### src/rtl/restador_pkg.sv
// Shared types and defaults for the bit-serial subtractor.
package restador_pkg;
  localparam int N_DEFAULT = 4;

  typedef enum logic [1:0] {
    IDLE,
    SHIFT,
    DONE
  } state_t;
endpackage

### src/rtl/restador_1.sv
// purpose: combinational 1-bit full subtractor (a - b - borrow)
// latency: none, pure combinational
// backpressure: none, no handshake
module restador_1 (
  input  logic A_num,
  input  logic B_num,
  input  logic borrow_in,
  output logic result,
  output logic borrow_out
);
  assign result     = A_num ^ B_num ^ borrow_in;
  assign borrow_out = (~A_num & B_num) | (~(A_num ^ B_num) & borrow_in);
endmodule

### src/rtl/restador_serial_4.sv
// purpose: bit-serial N-bit subtractor A - B - borrow_in, LSB first, one bit per clock
// latency: done pulses N cycles after the start edge; one result every N+1 cycles back-to-back
// backpressure: start only accepted in IDLE or DONE; start during SHIFT is dropped, not queued
module restador_serial_4
  import restador_pkg::*;
#(
  parameter int N = N_DEFAULT
) (
  input  logic         clk,
  input  logic         rst,
  input  logic         start,
  input  logic [N-1:0] A_num,
  input  logic [N-1:0] B_num,
  input  logic         borrow_in,
  output logic         busy,
  output logic         done,
  output logic [N-1:0] result,
  output logic         borrow_out,
  output logic         overflow
);
  localparam int IW = (N > 1) ? $clog2(N) : 1;
  localparam logic [IW-1:0] LAST = IW'(N - 1);

  state_t         state_q, state_d;
  logic [N-1:0]   a_q, b_q, result_q;
  logic [IW-1:0]  idx_q;
  logic           br_q, borrow_out_q, overflow_q;
  logic           accept;
  logic           bit_d, bit_br;

  restador_1 u_cell (
    .A_num      (a_q[idx_q]),
    .B_num      (b_q[idx_q]),
    .borrow_in  (br_q),
    .result     (bit_d),
    .borrow_out (bit_br)
  );

  always_ff @(posedge clk) begin
    if (rst) state_q <= IDLE;
    else     state_q <= state_d;
  end

  always_comb begin
    state_d = state_q;
    accept  = 1'b0;
    case (state_q)
      IDLE: begin
        accept = start;
        if (start) state_d = SHIFT;
      end
      SHIFT: begin
        if (idx_q == LAST) state_d = DONE;
      end
      DONE: begin
        accept  = start;
        state_d = start ? SHIFT : IDLE;
      end
      default: state_d = IDLE;
    endcase
  end

  always_comb begin
    busy = (state_q == SHIFT);
    done = (state_q == DONE);
  end

  // Datapath: operands frozen at acceptance, one result bit per SHIFT edge.
  always_ff @(posedge clk) begin
    if (rst) begin
      a_q          <= '0;
      b_q          <= '0;
      br_q         <= 1'b0;
      idx_q        <= '0;
      result_q     <= '0;
      borrow_out_q <= 1'b0;
      overflow_q   <= 1'b0;
    end else if (accept) begin
      a_q          <= A_num;
      b_q          <= B_num;
      br_q         <= borrow_in;
      idx_q        <= '0;
      result_q     <= '0;
      borrow_out_q <= 1'b0;
      overflow_q   <= 1'b0;
    end else if (state_q == SHIFT) begin
      result_q[idx_q] <= bit_d;
      br_q            <= bit_br;
      idx_q           <= idx_q + IW'(1);
      if (idx_q == LAST) begin
        borrow_out_q <= bit_br;
        overflow_q   <= (a_q[N-1] ^ b_q[N-1]) & (a_q[N-1] ^ bit_d);
      end
    end
  end

  assign result     = result_q;
  assign borrow_out = borrow_out_q;
  assign overflow   = overflow_q;
endmodule

### config.mk
export PLATFORM = sky130hd
export DESIGN_NAME = restador_serial_4
export DESIGN_NICKNAME = d
export VERILOG_FILES = /design/src/rtl/restador_pkg.sv /design/src/rtl/restador_1.sv /design/src/rtl/restador_serial_4.sv
export SDC_FILE = /design/constraint.sdc
export NUM_CORES = 1
export LEC_CHECK = 0
export ABC_AREA = 0
export CORE_MARGIN = 1
export CORE_UTILIZATION = 45
export CTS_CLUSTER_SIZE = 40
export DETAILED_ROUTE_END_ITERATION = 10
export MAX_ROUTING_LAYER = met4
export PLACE_DENSITY = 0.84
export SYNTH_ARGS = -nofsm -noshare
export SYNTH_HDL_FRONTEND = slang
export SYNTH_HIERARCHICAL = 1
export SYNTH_SLANG_ARGS = --single-unit
### constraint.sdc
create_clock -name clk -period 2.6 [get_ports clk]
set_input_delay 0.26 -clock clk [delete_from_list [all_inputs] [get_ports clk]]
set_output_delay 0.26 -clock clk [all_outputs]
set_load 0.005 [all_outputs]
### After elaboration in Yosys (flattened, before gate mapping)

Cells that the tools add are included.

| operators by class | value |
|---|---|
| add/subtract/negate cells | 1 |
| magnitude comparators | 2 |
| equality and inequality tests | 5 |
| muxes and demuxes | 14 |
| bitwise operators | 10 |
| reduce and logical (&&, ||, !) cells | 7 |

Operators with widths:

| cell | number |
|---|---|
| $mux 1 | 7 |
| $pmux 2 s3 | 1 |
| $bmux 1 s2 | 2 |
| $bwmux 4 | 1 |
| $eq 2x2->1 const B | 2 |
| $mux 2 | 2 |
| $reduce_and 2->1 | 2 |
| $reduce_or 2->1 | 2 |
| $xor 1x1->1 | 4 |
| $and 1x1->1 | 3 |
| $lt 2x3->1 const B | 1 |
| $add 2x1->2 const B | 1 |
| $demux 1 s2 | 1 |
| $eq 2x1->1 const B | 1 |
| $ge 2x1->1 const B | 1 |
| $logic_not 2->1 | 1 |
| $ne 2x1->1 const B | 1 |
| $ne 2x2->1 const B | 1 |
| $not 1->1 | 2 |
| $reduce_bool 2->1 | 1 |
| $logic_and 1x1->1 | 1 |
| $or 1x1->1 | 1 |

| storage, ports and cells | value |
|---|---|
| register bits | 19 |
| output and inout bits | 8 |

### Depth between registers and ports, before layout

Gate-level depths: netlist of run 1.

| depth | value |
|---|---|
| depth in word-level cells | 8 |
| depth in mapped cells | 6 |

### Modules after synthesis

The synthesis of run 1 kept the hierarchy.

Modules (own cells, without submodules):

| module | times used | cells an instance | area an instance (um^2) | seq. area each (um^2) |
|---|---|---|---|---|
| restador_serial_4 | 1 | 91 | 839.6 | 380.4 |
| restador_1 | 1 | 4 | 31.3 | 0.0 |

### Worst setup path after synthesis of run 1

OpenSTA, ideal clock, no wires.

| timing path | value |
|---|---|
| kind | reg2reg |
| from | register idx_q[0] |
| to | register overflow_q, in the netlist overflow |
| setup time | 0.128 ns |
| data arrival time | 1.990 ns |
| path slack | 0.482 ns |
| cell stages (with the launch flop) | 6 |
| clock period less this slack | 2.118 ns |
| cell sequence | dfxtp_1 -> mux4_2 -> fa_1 -> and3b_1 -> a211oi_1 -> nor3_1 |

| on the way | value |
|---|---|
| cells in the longest elaborated chain, start to end | 6 |
| elaborated cells between the ends (all ways) | 10 |

RTL lines:

| item | RTL line | RTL |
|---|---|---|
| from (decl) | restador_serial_4.sv:26 | `logic [IW-1:0] idx_q;` |
| from (signal assigned) | restador_serial_4.sv:89 | `idx_q <= idx_q + IW'(1);` |
| $bmux 1 s2 (on tied branches) | restador_serial_4.sv:32, restador_serial_4.sv:33 |  |
| $mux 1 (on tied branches) | restador_serial_4.sv:32, restador_serial_4.sv:33 |  |
| $xor 1x1->1 * (2 in series) | restador_1.sv:11 | `assign result = A_num ^ B_num ^ borrow_in;` |
| via bit_d | restador_serial_4.sv:29 | `logic bit_d, bit_br;` |
| $xor 1x1->1 * | restador_serial_4.sv:92 | `overflow_q <= (a_q[N-1] ^ b_q[N-1]) & (a_q[N-1] ^ bit_d);` |
| $and 1x1->1 * | restador_serial_4.sv:92 |  |
| to (signal assigned) | restador_serial_4.sv:92 |  |
| to (decl) | restador_serial_4.sv:27 | `logic br_q, borrow_out_q, overflow_q;` |

The timed path passes the listed nets; every way through them passes the cells marked *. The select of a mux whose other input is x is not followed.
A chain may end at the register's enable or synchronous reset.

### Worst setup path in the final report of run 1

Ends and elaborated chain as after synthesis.

==> metrics.txt, run 1 <==
# TYPE chip_impl_metric gauge
chip_impl_metric{name="count_of_antenna_violating_nets_left_after_detailed_routing",unit=""} 0
chip_impl_metric{name="grtUsageTotal",unit="%"} 18.8
chip_impl_info{name="cpMaxStageDelayCell",value="sky130_fd_sc_hd__fa_1"} 1
chip_impl_metric{name="slew_violations",unit=""} 0
chip_impl_metric{name="holdBufCountCts",unit=""} 0
chip_impl_metric{name="worst-r2r-cell-count",unit=""} 5
chip_impl_metric{name="cts_inserted_buffers",unit=""} 3
chip_impl_metric{name="start_util",unit="%"} 49.4
chip_impl_info{name="clock_tree_from_tritoncts",value="built"} 1
chip_impl_info{name="hold_path_class",value="flop to flop"} 1
chip_impl_metric{name="first_pass_iters",unit=""} 5
chip_impl_metric{name="synth_seq_cells",unit=""} 19
chip_impl_metric{name="fp.dieArea",unit="mm²"} 0.00212
chip_impl_info{name="ranking_of_synthesized_cells_by_area",value="sky130_fd_sc_hd__dfxtp_1 (44%), sky130_fd_sc_hd__nand2_1 (7.3%), sky130_fd_sc_hd__mux2i_1 (6.9%), sky130_fd_sc_hd__a21oi_1 (6.3%), sky130_fd_sc_hd__ha_1 (5.7%)"} 1
chip_impl_metric{name="viasPerCell",unit=""} 4.96
chip_impl_info{name="ctsRootBufferMaster",value="sky130_fd_sc_hd__clkbuf_4"} 1
chip_impl_metric{name="cpPeakStageDelay",unit="ns"} 0.60
chip_impl_metric{name="max_cap_violations",unit=""} 0
chip_impl_metric{name="total_power",unit="µW"} 551
chip_impl_info{name="outcome",value="completed"} 1
chip_impl_metric{name="place_congestion",unit=""} 0.858
chip_impl_metric{name="routed_wire_length_per_instance",unit="µm"} 11.4
chip_impl_info{name="worstSetupPathType",value="flop to flop"} 1
chip_impl_metric{name="sequential_element_share_of_the_synthesized_area",unit="%"} 43.7
chip_impl_metric{name="power_leakage",unit="nW"} 0.435
chip_impl_metric{name="cp.required",unit="ns"} 2.79
chip_impl_metric{name="drt_iter0_drc",unit=""} 11
chip_impl_metric{name="cts_resized",unit=""} 0
chip_impl_metric{name="via_count_of_the_first_global_routing_pass",unit=""} 661
chip_impl_metric{name="syn_area",unit="µm²"} 871
chip_impl_info{name="dominantRegCellSynth",value="sky130_fd_sc_hd__dfxtp_1"} 1
chip_impl_metric{name="numClockSinks",unit=""} 19
chip_impl_metric{name="core_area",unit="mm²"} 0.00176
chip_impl_metric{name="finClkSkew",unit="ns"} 0.00169
chip_impl_metric{name="min_period_over_period",unit="%"} 88.3
chip_impl_metric{name="hold_path_depth",unit=""} 2
chip_impl_metric{name="clock_latency",unit="ns"} 0.30
chip_impl_metric{name="grt_antenna_before_repair",unit=""} 0
chip_impl_info{name="worstReg2RegStart",value="idx_q[0]"} 1
chip_impl_metric{name="cts.clk_slew.worst_paths",unit="ns"} 0.10
chip_impl_metric{name="synth_top_area_share",unit="%"} 43.7
chip_impl_info{name="hold_start",value="a_q[2]"} 1
chip_impl_metric{name="critical_path_buf_inv_count",unit=""} 0
chip_impl_metric{name="final.fill_count",unit=""} 165
chip_impl_metric{name="critical_path_arrival",unit="ns"} 2.48
chip_impl_metric{name="vias",unit=""} 690
chip_impl_info{name="worstSetupStartpoint",value="idx_q[0]"} 1
chip_impl_metric{name="timing.final.hold_violations",unit=""} 0
chip_impl_info{name="critPathTopFamily",value="adder cells"} 1
chip_impl_metric{name="routed_wirelength",unit="µm"} 1580
chip_impl_metric{name="count_of_flip_flops_with_a_built_in_enable_after_synthesis",unit=""} 0
chip_impl_metric{name="finalSetupTns",unit="ns"} 0
chip_impl_metric{name="die_w",unit="µm"} 46.0
chip_impl_metric{name="area.growth.synth_to_final",unit="%"} 26.1
chip_impl_metric{name="n_antenna_cell",unit=""} 0
chip_impl_metric{name="mappedNetlistNets",unit=""} 112
chip_impl_metric{name="crit_fanout",unit=""} 6
chip_impl_info{name="synth_top_area_cell",value="sky130_fd_sc_hd__dfxtp_1"} 1
chip_impl_metric{name="regArea",unit="µm²"} 380
chip_impl_metric{name="dp.final_hpwl",unit="µm"} 1220
chip_impl_info{name="rsz0062_at_grt",value="no"} 1
chip_impl_metric{name="post_route_cells_drive_above_1_share",unit="%"} 6.14
chip_impl_metric{name="period_minus_slack",unit="ns"} 2.30
chip_impl_metric{name="max-clock-path-buffers",unit=""} 2
chip_impl_metric{name="p_per_area",unit="mW/mm²"} 501
chip_impl_metric{name="slew-limit-headroom",unit="%"} 64.8
chip_impl_metric{name="drt_drc_violations_left",unit=""} 0
chip_impl_metric{name="placement_rows",unit=""} 15
chip_impl_metric{name="grt_max_degree",unit=""} 13
chip_impl_metric{name="cts.repair_timing.setup_buffer_count",unit=""} 0
chip_impl_info{name="yosys.cell_count.top_type",value="sky130_fd_sc_hd__dfxtp_1"} 1
chip_impl_metric{name="design.final.nets",unit=""} 132
chip_impl_metric{name="synth.lib_cells_used.distinct",unit=""} 23
chip_impl_info{name="crit_path_start_kind",value="flop"} 1
chip_impl_metric{name="ys_async_sr_fraction",unit="%"} 0
chip_impl_metric{name="synth.yosys.warnings",unit=""} 6
chip_impl_info{name="synth.top_cells.by_count",value="sky130_fd_sc_hd__dfxtp_1 (19), sky130_fd_sc_hd__nand2_1 (17), sky130_fd_sc_hd__a21oi_1 (11)"} 1
chip_impl_metric{name="max-vdd-ir-drop",unit="mV"} 0.391
chip_impl_metric{name="grt_overflow_total",unit=""} 0
chip_impl_metric{name="multi_input_combinational_cell_area",unit="µm²"} 444
chip_impl_metric{name="cts_htree_levels",unit=""} 1
chip_impl_info{name="cells_along_the_critical_path",value="mux4_2 > fa_1 > and3b_1 > a211oi_1 > nor3_1"} 1
chip_impl_metric{name="grt_pass1_wl",unit="µm"} 2690
chip_impl_metric{name="place.port_buffers",unit=""} 19
chip_impl_metric{name="die-height",unit="µm"} 46.0
chip_impl_metric{name="fmax_achieved",unit="GHz"} 0.435
chip_impl_metric{name="synth.avg_cell_area",unit="µm²"} 9.17
chip_impl_metric{name="tightestPinTransition",unit="ns"} 0.527
chip_impl_info{name="critical_path.endpoint_type",value="flop"} 1
chip_impl_metric{name="worstSetupPathDepth",unit=""} 5
chip_impl_metric{name="finalSetupViolCount",unit=""} 0
chip_impl_metric{name="synth_cells",unit=""} 95
chip_impl_metric{name="io_pins",unit=""} 20
-- cell families after synthesis --
logic type,synth area share (%)
xor gates and xnor gates,1.01
muxes,12.1
DFF,43.7
buffers and inverters,5.32
AOI/OAI and AO/OA,8.62
and+or+nand+nor,21.3
adders and majority gates,8.05
-- cell usage in the layout (no fill, tap or decap) --
cell type / count
sky130_fd_sc_hd__dfxtp_1: 19
sky130_fd_sc_hd__xnor2_1: 1
sky130_fd_sc_hd__nand3_1: 1
sky130_fd_sc_hd__buf_4: 1
sky130_fd_sc_hd__a21oi_1: 11
sky130_fd_sc_hd__a211oi_2: 1
sky130_fd_sc_hd__nor2b_1: 2
sky130_fd_sc_hd__nor3_1: 1
sky130_fd_sc_hd__a211oi_1: 1
sky130_fd_sc_hd__clkbuf_4: 3
sky130_fd_sc_hd__and3b_1: 1
sky130_fd_sc_hd__mux2i_1: 6
sky130_fd_sc_hd__and2b_1: 1
sky130_fd_sc_hd__mux4_2: 2
sky130_fd_sc_hd__ha_1: 4
sky130_fd_sc_hd__nor2_1: 9
sky130_fd_sc_hd__nand2_1: 17
sky130_fd_sc_hd__clkdlybuf4s50_1: 19
sky130_fd_sc_hd__nand2b_1: 3
sky130_fd_sc_hd__nand3b_1: 4
sky130_fd_sc_hd__fa_1: 1
sky130_fd_sc_hd__inv_1: 5
sky130_fd_sc_hd__clkbuf_1: 1
-- routing by layer --
layer / GRT usage (%) / vias up / part of all wire [%] / wire (µm)
met5: - / - / 0 / 0
met4: 8.24 / 0 / 1.3 / 21
met3: 5.95 / 5 / 4.9 / 77
met2: 29.6 / 16 / 49 / 779
met1: 21.9 / 319 / 44 / 701
li1: - / 350 / - / -
-- through the flow --
| step | utilization, % | cells | worst slack (ns) | hold WS (ns) | area (µm²) |
|---|---|---|---|---|---|
| after global placement | 60.8 | 135 | 0.393 | 0.446 | 1070 |
| after global routing | 62.3 | 139 | 0.179 | 0.490 | 1100 |
| after CTS | 62.3 | 139 | 0.300 | 0.465 | 1100 |
| after detailed placement | 60.8 | 135 | 0.325 | 0.450 | 1070 |
| after floorplan | - | 95 | 0.482 | 0.325 | 871 |
| final | 62.3 | 139 | 0.304 | 0.462 | 1100 |
-- where the power goes --
| group | internal [mW] | switching, mW | leakage, nW |
|---|---|---|---|
| clock network | 0.0599 | 0.0877 | 0.0150 |
| registers | 0.304 | 0.0111 | 0.155 |
| logic | 0.0463 | 0.0421 | 0.265 |
| total | 0.410 | 0.141 | 0.435 |
-- worst reg2reg max path, delay by kind of cell, from the launching register on --
family / cells / cell delay (ns)
compound gates: 1 / 0.23
simple gates: 2 / 0.30
flops: 1 / 0.49
fa+ha+maj: 1 / 0.60
mux: 1 / 0.57
-- flip-flops by register name (all words and copies together), names as in the netlist --
register,count
a_q,4
b_q,4
result,4
idx_q,2
state_q,2
borrow_out,1
br_q,1
overflow,1
-- worst paths after layout --
| path | end | slack [ns] |
|---|---|---|
| hold reg to reg | a_q[2] | 0.46 |
| setup reg to reg | overflow | 0.30 |
| setup / recovery | overflow | 0.30 |
| hold / removal | a_q[2] | 0.46 |
-- final cells by class --
type                            instances  share of cell area, %
Tap cell                               25                   2.85
Clock buffer                            4                   2.39
Timing Repair Buffer                   20                   18.0
Inverter                                5                   1.71
Multi-Input combinational cell         66                   40.4
Sequential cell                        19                   34.6
Note: power is estimated with default switching activity, not from simulation.
==> run 2: changes to the inputs <==
--- a/config.mk
+++ b/config.mk
@@ -6,7 +6,6 @@
 export NUM_CORES = 1
 export LEC_CHECK = 0
 export ABC_AREA = 0
-export CORE_MARGIN = 1
 export CORE_UTILIZATION = 45
 export CTS_CLUSTER_SIZE = 40
 export DETAILED_ROUTE_END_ITERATION = 10
==> results of run 2 <==
No change in the layout: final DEF, timing and power equal those of run 1.
==> run 3: changes to the inputs <==
--- a/config.mk
+++ b/config.mk
@@ -9,8 +9,9 @@
 export CORE_UTILIZATION = 45
 export CTS_CLUSTER_SIZE = 40
 export DETAILED_ROUTE_END_ITERATION = 10
+export DONT_BUFFER_PORTS = 1
 export MAX_ROUTING_LAYER = met4
-export PLACE_DENSITY = 0.84
+export PLACE_DENSITY = 0.71
 export SYNTH_ARGS = -nofsm -noshare
 export SYNTH_HDL_FRONTEND = slang
 export SYNTH_HIERARCHICAL = 1
==> metrics.txt, run 3 (synthesis results as in run 1) <==
# TYPE chip_impl_metric gauge
chip_impl_info{name="outcome",value="completed"} 1
chip_impl_metric{name="power_leakage",unit="nW"} 0.371
chip_impl_metric{name="finalInstanceArea",unit="µm²"} 922
chip_impl_metric{name="routed_wirelength",unit="µm"} 1620
chip_impl_metric{name="n_antenna_cell",unit=""} 0
chip_impl_info{name="hold_path_class",value="primary input to flop"} 1
chip_impl_metric{name="start_util",unit="%"} 49.4
chip_impl_metric{name="grtUsageTotal",unit="%"} 18.3
chip_impl_info{name="clock_tree_from_tritoncts",value="built"} 1
chip_impl_metric{name="max-vdd-ir-drop",unit="mV"} 0.297
chip_impl_metric{name="die_w",unit="µm"} 46.0
chip_impl_metric{name="numClockSinks",unit=""} 19
chip_impl_metric{name="placement_rows",unit=""} 15
chip_impl_metric{name="layout.cells.non_filler",unit=""} 121
chip_impl_metric{name="p_per_area",unit="mW/mm²"} 578
chip_impl_metric{name="tightestPinTransition",unit="ns"} 0.550
chip_impl_info{name="rsz0062_at_grt",value="no"} 1
chip_impl_metric{name="slew-limit-headroom",unit="%"} 63.3
chip_impl_metric{name="postLayoutSetupSlackWorst",unit="ns"} 0.359
chip_impl_metric{name="via_count_of_the_first_global_routing_pass",unit=""} 604
chip_impl_metric{name="period_minus_slack",unit="ns"} 2.24
chip_impl_metric{name="io_pins",unit=""} 20
chip_impl_metric{name="drt_iter0_drc",unit=""} 8
chip_impl_metric{name="die-height",unit="µm"} 46.0
chip_impl_metric{name="count_of_antenna_violating_nets_left_after_detailed_routing",unit=""} 0
chip_impl_metric{name="min_period_over_period",unit="%"} 86.2
chip_impl_metric{name="dp_cells",unit=""} 115
chip_impl_metric{name="hold_ws",unit="ns"} 0.0124
chip_impl_info{name="worstSetupStartpoint",value="idx_q[0]"} 1
chip_impl_metric{name="timing.final.hold_violations",unit=""} 0
chip_impl_info{name="ctsRootBufferMaster",value="sky130_fd_sc_hd__clkbuf_4"} 1
chip_impl_metric{name="worst-r2r-cell-count",unit=""} 5
chip_impl_metric{name="cts_resized",unit=""} 0
chip_impl_metric{name="fmax_achieved",unit="GHz"} 0.446
chip_impl_metric{name="pre_cts_ws",unit="ns"} 0.364
chip_impl_metric{name="drt_drc_violations_left",unit=""} 0
chip_impl_metric{name="vias",unit=""} 625
chip_impl_metric{name="grt_overflow_total",unit=""} 0
chip_impl_metric{name="critical_path_arrival",unit="ns"} 2.44
chip_impl_metric{name="dp.final_hpwl",unit="µm"} 1180
chip_impl_metric{name="regArea",unit="µm²"} 380
chip_impl_metric{name="crit_fanout",unit=""} 6
chip_impl_metric{name="core_area",unit="mm²"} 0.00176
chip_impl_metric{name="fp.dieArea",unit="mm²"} 0.00212
chip_impl_metric{name="post_route_cells_drive_above_1_share",unit="%"} 7.29
chip_impl_metric{name="cts_htree_levels",unit=""} 1
chip_impl_metric{name="grt_antenna_before_repair",unit=""} 0
chip_impl_metric{name="area.growth.synth_to_final",unit="%"} 5.89
chip_impl_metric{name="grt_pass1_wl",unit="µm"} 2550
chip_impl_metric{name="grt_max_degree",unit=""} 13
chip_impl_metric{name="clock_latency",unit="ns"} 0.30
chip_impl_metric{name="regToRegSetupSlack",unit="ns"} 0.36
chip_impl_metric{name="total_power",unit="µW"} 533
chip_impl_metric{name="viasPerCell",unit=""} 5.17
chip_impl_metric{name="cp.required",unit="ns"} 2.80
chip_impl_metric{name="multi_input_combinational_cell_area",unit="µm²"} 444
chip_impl_info{name="critical_path.endpoint_type",value="flop"} 1
chip_impl_metric{name="max-clock-path-buffers",unit=""} 2
chip_impl_metric{name="max_cap_violations",unit=""} 0
chip_impl_metric{name="cts.clk_slew.worst_paths",unit="ns"} 0.11
chip_impl_info{name="worstReg2RegStart",value="idx_q[0]"} 1
chip_impl_info{name="crit-reg2reg-capture",value="overflow"} 1
chip_impl_metric{name="postLayoutCoreUtil",unit="%"} 52.3
chip_impl_metric{name="design.final.nets",unit=""} 114
chip_impl_metric{name="place.port_buffers",unit=""} 0
chip_impl_info{name="highest_count_cells_in_the_layout_ignoring_fill_and_taps",value="sky130_fd_sc_hd__dfxtp_1 (19), sky130_fd_sc_hd__nand2_1 (17), sky130_fd_sc_hd__a21oi_1 (11)"} 1
chip_impl_metric{name="routed_wire_length_per_instance",unit="µm"} 13.4
chip_impl_metric{name="finalSetupViolCount",unit=""} 0
chip_impl_metric{name="finalSetupTns",unit="ns"} 0
chip_impl_info{name="worstSetupPathType",value="flop to flop"} 1
chip_impl_metric{name="holdBufCountCts",unit=""} 1
chip_impl_info{name="endpoint",value="overflow"} 1
chip_impl_info{name="layout.cells.most_common",value="sky130_fd_sc_hd__dfxtp_1"} 1
chip_impl_metric{name="cts.repair_timing.setup_buffer_count",unit=""} 0
chip_impl_metric{name="place_congestion",unit=""} 0.770
chip_impl_metric{name="final.fill_count",unit=""} 182
chip_impl_metric{name="postPlaceCellArea",unit="µm²"} 875
chip_impl_info{name="crit_path_start_kind",value="flop"} 1
chip_impl_metric{name="cts_inserted_buffers",unit=""} 3
chip_impl_metric{name="slew_violations",unit=""} 0
chip_impl_metric{name="first_pass_iters",unit=""} 4
chip_impl_metric{name="finClkSkew",unit="ns"} 0.0100
[run 3: worst max-delay path, cell delays in order, from the launching register on]
cell and delay [ns]:
sky130_fd_sc_hd__dfxtp_1 0.50, sky130_fd_sc_hd__mux4_2 0.56, sky130_fd_sc_hd__fa_1 0.58, sky130_fd_sc_hd__and3b_1 0.22, sky130_fd_sc_hd__a211oi_1 0.21, sky130_fd_sc_hd__nor3_1 0.07
[run 3: where the power goes]
part	leakage [nW]	switching [mW]	internal [mW]
registers	0.155	0.0117	0.304
clock network	0.0177	0.0930	0.0574
logic	0.198	0.0373	0.0297
[run 3: layout make-up]
cell class | instances | share of cell area [%]
well taps | 25 | 3.39
flip-flops and latches | 19 | 41.2
clock inverters | 1 | 0.543
repair buffers | 2 | 2.17
inverters | 5 | 2.04
multi-input cells | 66 | 48.2
clock buffers | 3 | 2.44
[run 3: worst min-delay path by stage]
stage               from  endpoint  depth (start not counted)
finish               rst      br_q                          1
global route         rst      br_q                          1
CTS                  rst    a_q[3]                          1
detailed placement   rst      br_q                          1
global placement     rst      br_q                          1
floorplan            rst      br_q                          1
[run 3: routing by layer]
metal	track usage [%]	vias up	routed length, µm
met3	4.76	5	94
met4	10.6	0	40
li1	-	316	-
met5	-	-	0
met1	23.2	289	812
met2	25.9	15	673
